<file path="src/rtl/pigro_alu.sv">
// Registered 32-bit signed ALU for the PIGRO execution stage: one operation per enabled cycle, latency 1.
// Optional multiplier on opcode 10 is built only when PIGRO_ALU_MUL_EN is defined.
module pigro_alu (
  input  logic               clk,
  input  logic               rst,
  input  logic signed [31:0] data_a,
  input  logic signed [31:0] data_b,
  input  logic        [4:0]  opcode,
  input  logic               enable,
  output logic signed [31:0] data_out,
  output logic               overflow,
  output logic               error
);

  localparam logic [4:0] OP_NOP  = 5'd0;
  localparam logic [4:0] OP_ADD  = 5'd1;
  localparam logic [4:0] OP_SUB  = 5'd2;
  localparam logic [4:0] OP_AND  = 5'd3;
  localparam logic [4:0] OP_OR   = 5'd4;
  localparam logic [4:0] OP_XOR  = 5'd5;
  localparam logic [4:0] OP_NOT  = 5'd6;
  localparam logic [4:0] OP_LSH  = 5'd7;
  localparam logic [4:0] OP_RSH  = 5'd8;
  localparam logic [4:0] OP_ARSH = 5'd9;
`ifdef PIGRO_ALU_MUL_EN
  localparam logic [4:0] OP_MUL  = 5'd10;
`endif

  logic signed [31:0] sum;
  logic signed [31:0] diff;
  logic        [4:0]  shamt;
  logic               shamt_range_err;
  logic signed [31:0] next_data;
  logic               next_overflow;
  logic               next_error;

  assign sum             = data_a + data_b;
  assign diff            = data_a - data_b;
  assign shamt           = data_b[4:0];
  assign shamt_range_err = |data_b[31:5];

`ifdef PIGRO_ALU_MUL_EN
  logic signed [63:0] product;
  logic               product_ovf;

  assign product     = 64'(data_a) * 64'(data_b);
  // The product fits in 32 signed bits only if the upper half is pure sign extension.
  assign product_ovf = (product[63:32] != {32{product[31]}});
`endif

  always_comb begin
    next_data     = data_out;
    next_overflow = 1'b0;
    next_error    = 1'b0;
    case (opcode)
      OP_NOP: begin
        next_data = data_out;
      end
      OP_ADD: begin
        next_data     = sum;
        next_overflow = (data_a[31] == data_b[31]) && (sum[31] != data_a[31]);
      end
      OP_SUB: begin
        next_data     = diff;
        next_overflow = (data_a[31] != data_b[31]) && (diff[31] != data_a[31]);
      end
      OP_AND: next_data = data_a & data_b;
      OP_OR:  next_data = data_a | data_b;
      OP_XOR: next_data = data_a ^ data_b;
      OP_NOT: next_data = ~data_a;
      // Out-of-range shift amounts are flagged, but the result still uses the low 5 bits.
      OP_LSH: begin
        next_data  = data_a << shamt;
        next_error = shamt_range_err;
      end
      OP_RSH: begin
        next_data  = data_a >> shamt;
        next_error = shamt_range_err;
      end
      OP_ARSH: begin
        next_data  = data_a >>> shamt;
        next_error = shamt_range_err;
      end
`ifdef PIGRO_ALU_MUL_EN
      OP_MUL: begin
        next_data     = product[31:0];
        next_overflow = product_ovf;
      end
`endif
      default: begin
        next_data  = 32'sd0;
        next_error = 1'b1;
      end
    endcase
  end

  always_ff @(posedge clk) begin
    if (rst) begin
      data_out <= 32'sd0;
      overflow <= 1'b0;
      error    <= 1'b0;
    end else if (enable) begin
      data_out <= next_data;
      overflow <= next_overflow;
      error    <= next_error;
    end
  end

endmodule

</file>
<file path="config.mk">
export PLATFORM = sky130hd
export DESIGN_NAME = pigro_alu
export DESIGN_NICKNAME = d
export VERILOG_FILES = /design/src/rtl/pigro_alu.sv
export SDC_FILE = /design/constraint.sdc
export NUM_CORES = 1
export LEC_CHECK = 0
export ABC_AREA = 1
export CORE_UTILIZATION = 32
export CTS_BUF_LIST = sky130_fd_sc_hd__clkbuf_8
export CTS_CLUSTER_DIAMETER = 60
export DETAILED_ROUTE_END_ITERATION = 8
export GPL_TIMING_DRIVEN = 0
export HOLD_SLACK_MARGIN = 0.15
export REMOVE_ABC_BUFFERS = 1
export SKIP_LAST_GASP = 1
export SLEW_MARGIN = 20
export SYNTH_ARGS = -nofsm -noshare
export SYNTH_HDL_FRONTEND = slang
export SYNTH_SLANG_ARGS = --single-unit
</file>
<file path="constraint.sdc">
create_clock -name clk -period 4.4 [get_ports clk]
set_input_delay 1.1 -clock clk [delete_from_list [all_inputs] [get_ports clk]]
set_output_delay 1.1 -clock clk [all_outputs]
set_load 0.02 [all_outputs]
</file>
==> impl_metrics.tcl, run 1 <==
set metrics [dict create \
    layout-drive-gt1-share_pct 3.115 \
    synth_top_flop_cell "dfxtp_1" \
    clockPowerShare_pct 11.6 \
    synth_largest_area_cell "nand2_1" \
    portBuffers 105 \
    internal_power_uw 826.5 \
    post-place-ws_ps -681.7 \
    routed_wirelength_mm 57.42 \
    seqPwrFrac_pct 17.3 \
    p_sw_share_pct 56.34 \
    synth_area_um2 11430 \
    vdd_ir_drop_max_uv 130.5 \
    finalHoldViolations 0 \
    final_core_util_pct 36.57 \
    startpoint_type "input port" \
    yosysTopAreaCellShare_pct 26.44 \
    timing.fmax_ghz 0.2384 \
    hold_path_depth 2 \
    yosysUniqueCellTypes 47 \
    synth_area_leaders "nand2_1 (26%), nand3_1 (16%), ha_1 (11%), inv_1 (9.0%), dfxtp_1 (6.0%)" \
    antenna_found_initial 1 \
    leakagePower_uw 0.006625 \
    grt_usage_pct 30.69 \
    combPwrFrac_pct 71.1 \
    final_common_cell "nand2_1" \
    yosysWarningCount 0 \
    grt_pass1_vias 14030 \
    setup_viol 0 \
    p_sw_uw 1067 \
    crit_type "in -> reg" \
    r2r_setup_slack_ps 3730 \
    vias 15290 \
    num_antenna_cells 0 \
    nets 2452 \
    slew_violations 0 \
    core_um2 34880 \
    synth-edff-count 0 \
    hold_buffers 0 \
    relSlewSlack_pct 30.87 \
    r2r_end "overflow" \
    gp_congestion 0.9850 \
    post-route-min-period_ps 4194 \
    drcViolationCount 0 \
    clkSlewWorstSetupHoldPaths_ps 70 \
    worstHoldPathType "reg -> reg" \
    htree_levels 2 \
    setup_ws_ps 205.7 \
    rr_worst_depth 4 \
    clock_latency_ps 290 \
    cp_max_fo 10 \
    start_util_pct 32.77 \
    fp.dieW_um 191.0 \
    cts_buffers 5 \
    critPathCaptureType "flip-flop" \
    cap_violations 0 \
    synth_seq_cells 34 \
    clock_path_buffers 2 \
    layout_common_cells "nand2_1 (805), nand3_1 (375), inv_1 (270), nor2_1 (175), a21oi_1 (106)" \
    wl_per_cell_um 21.00 \
    tightest_slew_ps 1034 \
    drt_iter0_drc 1534 \
    gr-total-overflow 0 \
    r2r_start "overflow" \
    status "finished clean" \
    fp-row-count 68 \
    worst_ep_required_time_ps 4550 \
    p_per_area_nw_per_um2 148.4 \
    hpwl_mm 47.16 \
    firstDrtPassIters 5 \
    dieArea_um2 36480 \
    holdCritStartpoint "data_out[8]" \
    cts-root-buf "clkbuf_8" \
    cts_sinks 34 \
    num_io_pins 106 \
    synthCells 2260 \
    hold_end "data_out[8]" \
    seq_area_frac_synth_pct 5.955 \
    cts_tree "done" \
    async_reset_ff_share_pct 0 \
    postSynthAreaPerCell_um2 5.057 \
    vias_per_cell 5.594 \
    grt_max_degree 76 \
    die_h_um 191.0 \
    rsz0062_at_grt "no" \
    post-route-period-util_pct 95.32 \
    finClkSkew_ps 0 \
    arrival_ps 4340 \
    area_growth_pct 11.60 \
    grt_pass1_wl_mm 83.98 \
    drtAntennaViolNets 0 \
]
==> layer usage <==
metal  routed length (um)  global-route usage [%]
met1                24560                   40.96
met2                26070                   51.31
met4                 1891                   8.862
met5                   13                       0
met3                 4884                   3.653
==> cells in the mapped netlist (all sizes together), types with 6 or more instances <==
master,instances
ha,99
and2,11
nor4,6
nand3,379
o21ai,74
o211ai,21
clkbuf,18
o21bai,9
nand3b,9
inv,285
nand4,43
buf,84
nor2,195
o22ai,29
nor3,20
nand2,811
dfxtp,34
a21oi,107
==> flip-flops by register name, indices dropped and copies added (netlist names) <==
register  count
error         1
data_out     32
overflow      1
==> power by group through the flow <==
| stage | sequential [uW] | combinational, uW | clock, uW |
|---|---|---|---|
| 3_5_place_dp | 335 | 1300 | 0 |
| 4_1_cts | 328 | 1310 | 230 |
| 3_3_place_gp | 335 | 1290 | 0 |
| 6_report | 328 | 1350 | 220 |
| 2_1_floorplan | 351 | 763 | 0 |
| 5_1_grt | 330 | 1460 | 250 |
==> critical path: stages <==
cell and delay, ps:
clkdlybuf4s50_1 760, inv_1 90, ha_1 490, o21ai_0 270
a21oi_1 360, nand3_1 290, o21ai_0 210, a21oi_1 60
nor2_1 390, nand2_1 140, nand2_1 90, a21oi_1 90
==> area by class of cell <==
| type | instances | area (um^2) |
|---|---|---|
| clock inverter | 2 | 10.01 |
| sequential | 34 | 680.7 |
| fill | 4103 | 22130 |
| timing repair inverter | 1 | 5.005 |
| timing repair buffer | 113 | 1172 |
| multi-input combinational | 1838 | 9164 |
| tap | 455 | 569.3 |
| clock buffer | 5 | 68.82 |
| inverter | 286 | 1086 |
==> worst max-delay path by stage <==
stage | from | endpoint | slack (ps) | cells past startpoint
after floorplan | opcode[0] | data_out[8] | 810 | 6
after global placement | data_b[3] | data_out[9] | -3130 | 14
after detailed placement | data_b[4] | data_out[9] | -680 | 14
after CTS | data_b[1] | data_out[9] | 30 | 14
after global routing | data_b[2] | data_out[31] | 50 | 17
final | data_a[11] | data_out[12] | 210 | 12
==> per-stage QoR <==
stage	area [um^2]	cells	TNS, ps	power, uW	hold WS [ps]
6_report	12760	2734	0	1893	465.7
5_1_grt	12760	2734	0	2040	482.1
4_1_cts	12750	2734	0	1870	469.0
3_5_place_dp	12640	2724	-7952	1638	458.3
3_3_place_gp	12520	2718	-85640	1627	457.4
2_1_floorplan	10900	2158	0	1113	538.9
==> logic make-up after synthesis <==
group	share of synthesized area [%]
AND/OR/NAND/NOR	55.97
adder cells (fa/ha/maj)	11.19
buffers and inverters	14.12
XOR/XNOR	0.3831
AO/OA/AOI/OAI	12.38
flip-flops	5.955
==> repair_timing <==
| item | in CTS | in global routing |
|---|---|---|
| cloned | 1 | 0 |
| buffers inserted | 2 | 0 |
| resized for setup | 1 | 3 |
| setup endpoints to repair | 14 | 8 |
Note: power is estimated with default switching activity, not from simulation.
==> run 2: changes to the inputs <==
--- a/config.mk
+++ b/config.mk
@@ -6,12 +6,13 @@
 export NUM_CORES = 1
 export LEC_CHECK = 0
 export ABC_AREA = 1
-export CORE_UTILIZATION = 32
+export CORE_UTILIZATION = 45
 export CTS_BUF_LIST = sky130_fd_sc_hd__clkbuf_8
 export CTS_CLUSTER_DIAMETER = 60
 export DETAILED_ROUTE_END_ITERATION = 8
 export GPL_TIMING_DRIVEN = 0
 export HOLD_SLACK_MARGIN = 0.15
+export PLACE_DENSITY = 0.65
 export REMOVE_ABC_BUFFERS = 1
 export SKIP_LAST_GASP = 1
 export SLEW_MARGIN = 20
==> impl_metrics.tcl, run 2 (synthesized netlist as in run 1, its figures left out) <==
set metrics [dict create \
    placed_area_um2 12440 \
    num_antenna_cells 0 \
    hold_buffers 0 \
    setup_viol 0 \
    regMostFlops "data_out" \
    slew_violations 0 \
    cts_buffers 5 \
    r2r_end "overflow" \
    portBuffers 105 \
    rsz0062_at_grt "no" \
    final_core_util_pct 51.08 \
    vias 15500 \
    critPathCaptureType "flip-flop" \
    multi_input_area_um2 9169 \
    die_h_um 161.4 \
    gr-total-overflow 0 \
    htree_levels 2 \
    clock_latency_ps 300 \
    r2r_start "overflow" \
    final.setup.tns_ps 0 \
    core_um2 24600 \
    routed_wirelength_mm 55.13 \
    hold_path_depth 2 \
    layout-drive-gt1-share_pct 3.162 \
    r2r_setup_slack_ps 3710 \
    p_per_area_nw_per_um2 151.5 \
    seq_area_um2 680.7 \
    clock_path_buffers 2 \
    tightest_slew_ps 1003 \
    start_util_pct 46.45 \
    grt_pass1_wl_mm 82.17 \
    grt_pass1_vias 14210 \
    startpoint_type "input port" \
    hpwl_mm 44.59 \
    layout_common_cells "nand2_1 (805), nand3_1 (375), inv_1 (270), nor2_1 (175), a21oi_1 (106)" \
    cp_max_fo 9 \
    vias_per_cell 5.958 \
    timing.fmax_ghz 0.2352 \
    nets 2449 \
    drtAntennaViolNets 0 \
    drt_iter0_drc 1968 \
    area_growth_pct 9.951 \
    rr_worst_depth 4 \
    wl_per_cell_um 21.19 \
    cts_sinks 34 \
    antenna_found_initial 1 \
    clkSlewWorstSetupHoldPaths_ps 90 \
    firstDrtPassIters 6 \
    grt_usage_pct 41.66 \
    worstHoldPathType "reg -> reg" \
    holdCritStartpoint "data_out[27]" \
    grt_max_degree 76 \
    post-route-period-util_pct 96.63 \
    arrival_ps 4420 \
    dieArea_um2 26040 \
    cts-root-buf "clkbuf_8" \
    worst_ep_required_time_ps 4570 \
    cap_violations 0 \
    status "finished clean" \
    crit_type "in -> reg" \
    reg_top3 "data_out x32, error x1, overflow x1" \
    power.total_uw 1904 \
    vdd_ir_drop_max_uv 163.3 \
    fin_area_um2 12570 \
    fp.dieW_um 161.4 \
    cts_tree "done" \
    drcViolationCount 0 \
    final_common_cell "nand2_1" \
    fillers 2827 \
    hold_end "data_out[27]" \
    gp_congestion 1.033 \
    finalHoldViolations 0 \
    leakagePower_uw 0.006596 \
    post-route-min-period_ps 4252 \
    num_io_pins 106 \
    largest_reg_flops 32 \
    fp-row-count 57 \
    relSlewSlack_pct 32.99 \
    finClkSkew_ps 0 \
]
-- run 2: layout make-up --
| cell class | count | share of cell area (%) |
|---|---|---|
| Sequential cell | 34 | 5.416 |
| Clock inverter | 3 | 0.1693 |
| Multi-Input combinational cell | 1838 | 72.96 |
| Inverter | 286 | 8.692 |
| Tap cell | 324 | 3.226 |
| Timing Repair inverter | 1 | 0.03982 |
| Timing Repair Buffer | 110 | 8.951 |
| Clock buffer | 5 | 0.5476 |
-- run 2: worst max-delay path: stages --
cell and delay (ps):
clkdlybuf4s50_1 790, inv_1 90, ha_1 460, nand2_1 150
nor2_1 270, inv_1 90, nor2_1 350, nand4_1 280
nand3_1 160, nand2_1 50, nand3_1 80, nand2_1 60
o21ai_0 370, a21oi_1 110
-- run 2: how the worst max path moves through the flow --
stage | depth (start not counted) | to | from | slack, ps
after global routing | 14 | data_out[18] | data_a[14] | 5
final | 14 | data_out[18] | data_a[14] | 150
after CTS | 16 | data_out[10] | data_b[2] | 140
after global placement | 14 | data_out[12] | data_b[3] | -2790
after floorplan | 6 | data_out[8] | opcode[0] | 810
after detailed placement | 16 | data_out[10] | data_b[2] | -440
-- run 2: per-stage QoR --
| stage | hold slack, ps | instances | worst slack [ps] |
|---|---|---|---|
| 3_3_place_gp | 455.6 | 2587 | -2785 |
| 6_report | 466.2 | 2601 | 148.1 |
| 4_1_cts | 467.8 | 2601 | 143.5 |
| 3_5_place_dp | 455.8 | 2591 | -443.6 |
| 5_1_grt | 479.7 | 2601 | 4.585 |
| 2_1_floorplan | 538.9 | 2158 | 811.8 |
-- run 2: per-layer routing --
layer	vias up	wire, um	global-route usage [%]	share of wire (%)
met5	-	0	0	0
met4	0	3138	20.80	5.7
met3	159	5854	5.727	11
met2	860	24860	69.28	45
met1	7127	21270	52.53	39
li1	7350	-	-	-
-- run 2: where the power goes --
part | leakage [uW] | internal [uW] | switching [uW] | total (uW)
Clock | 0.0000441 | 111 | 135 | 246
Combinational | 0.00628 | 396 | 934 | 1330
Sequential | 0.000276 | 321 | 6.66 | 328
-- run 2: timing repair --
action	4_1_cts	5_1_grt
gates resized for setup	2	7
cloned	1	0
setup buffers	1	0
endpoints found under the hold margin	0	0
setup endpoints to repair	3	4
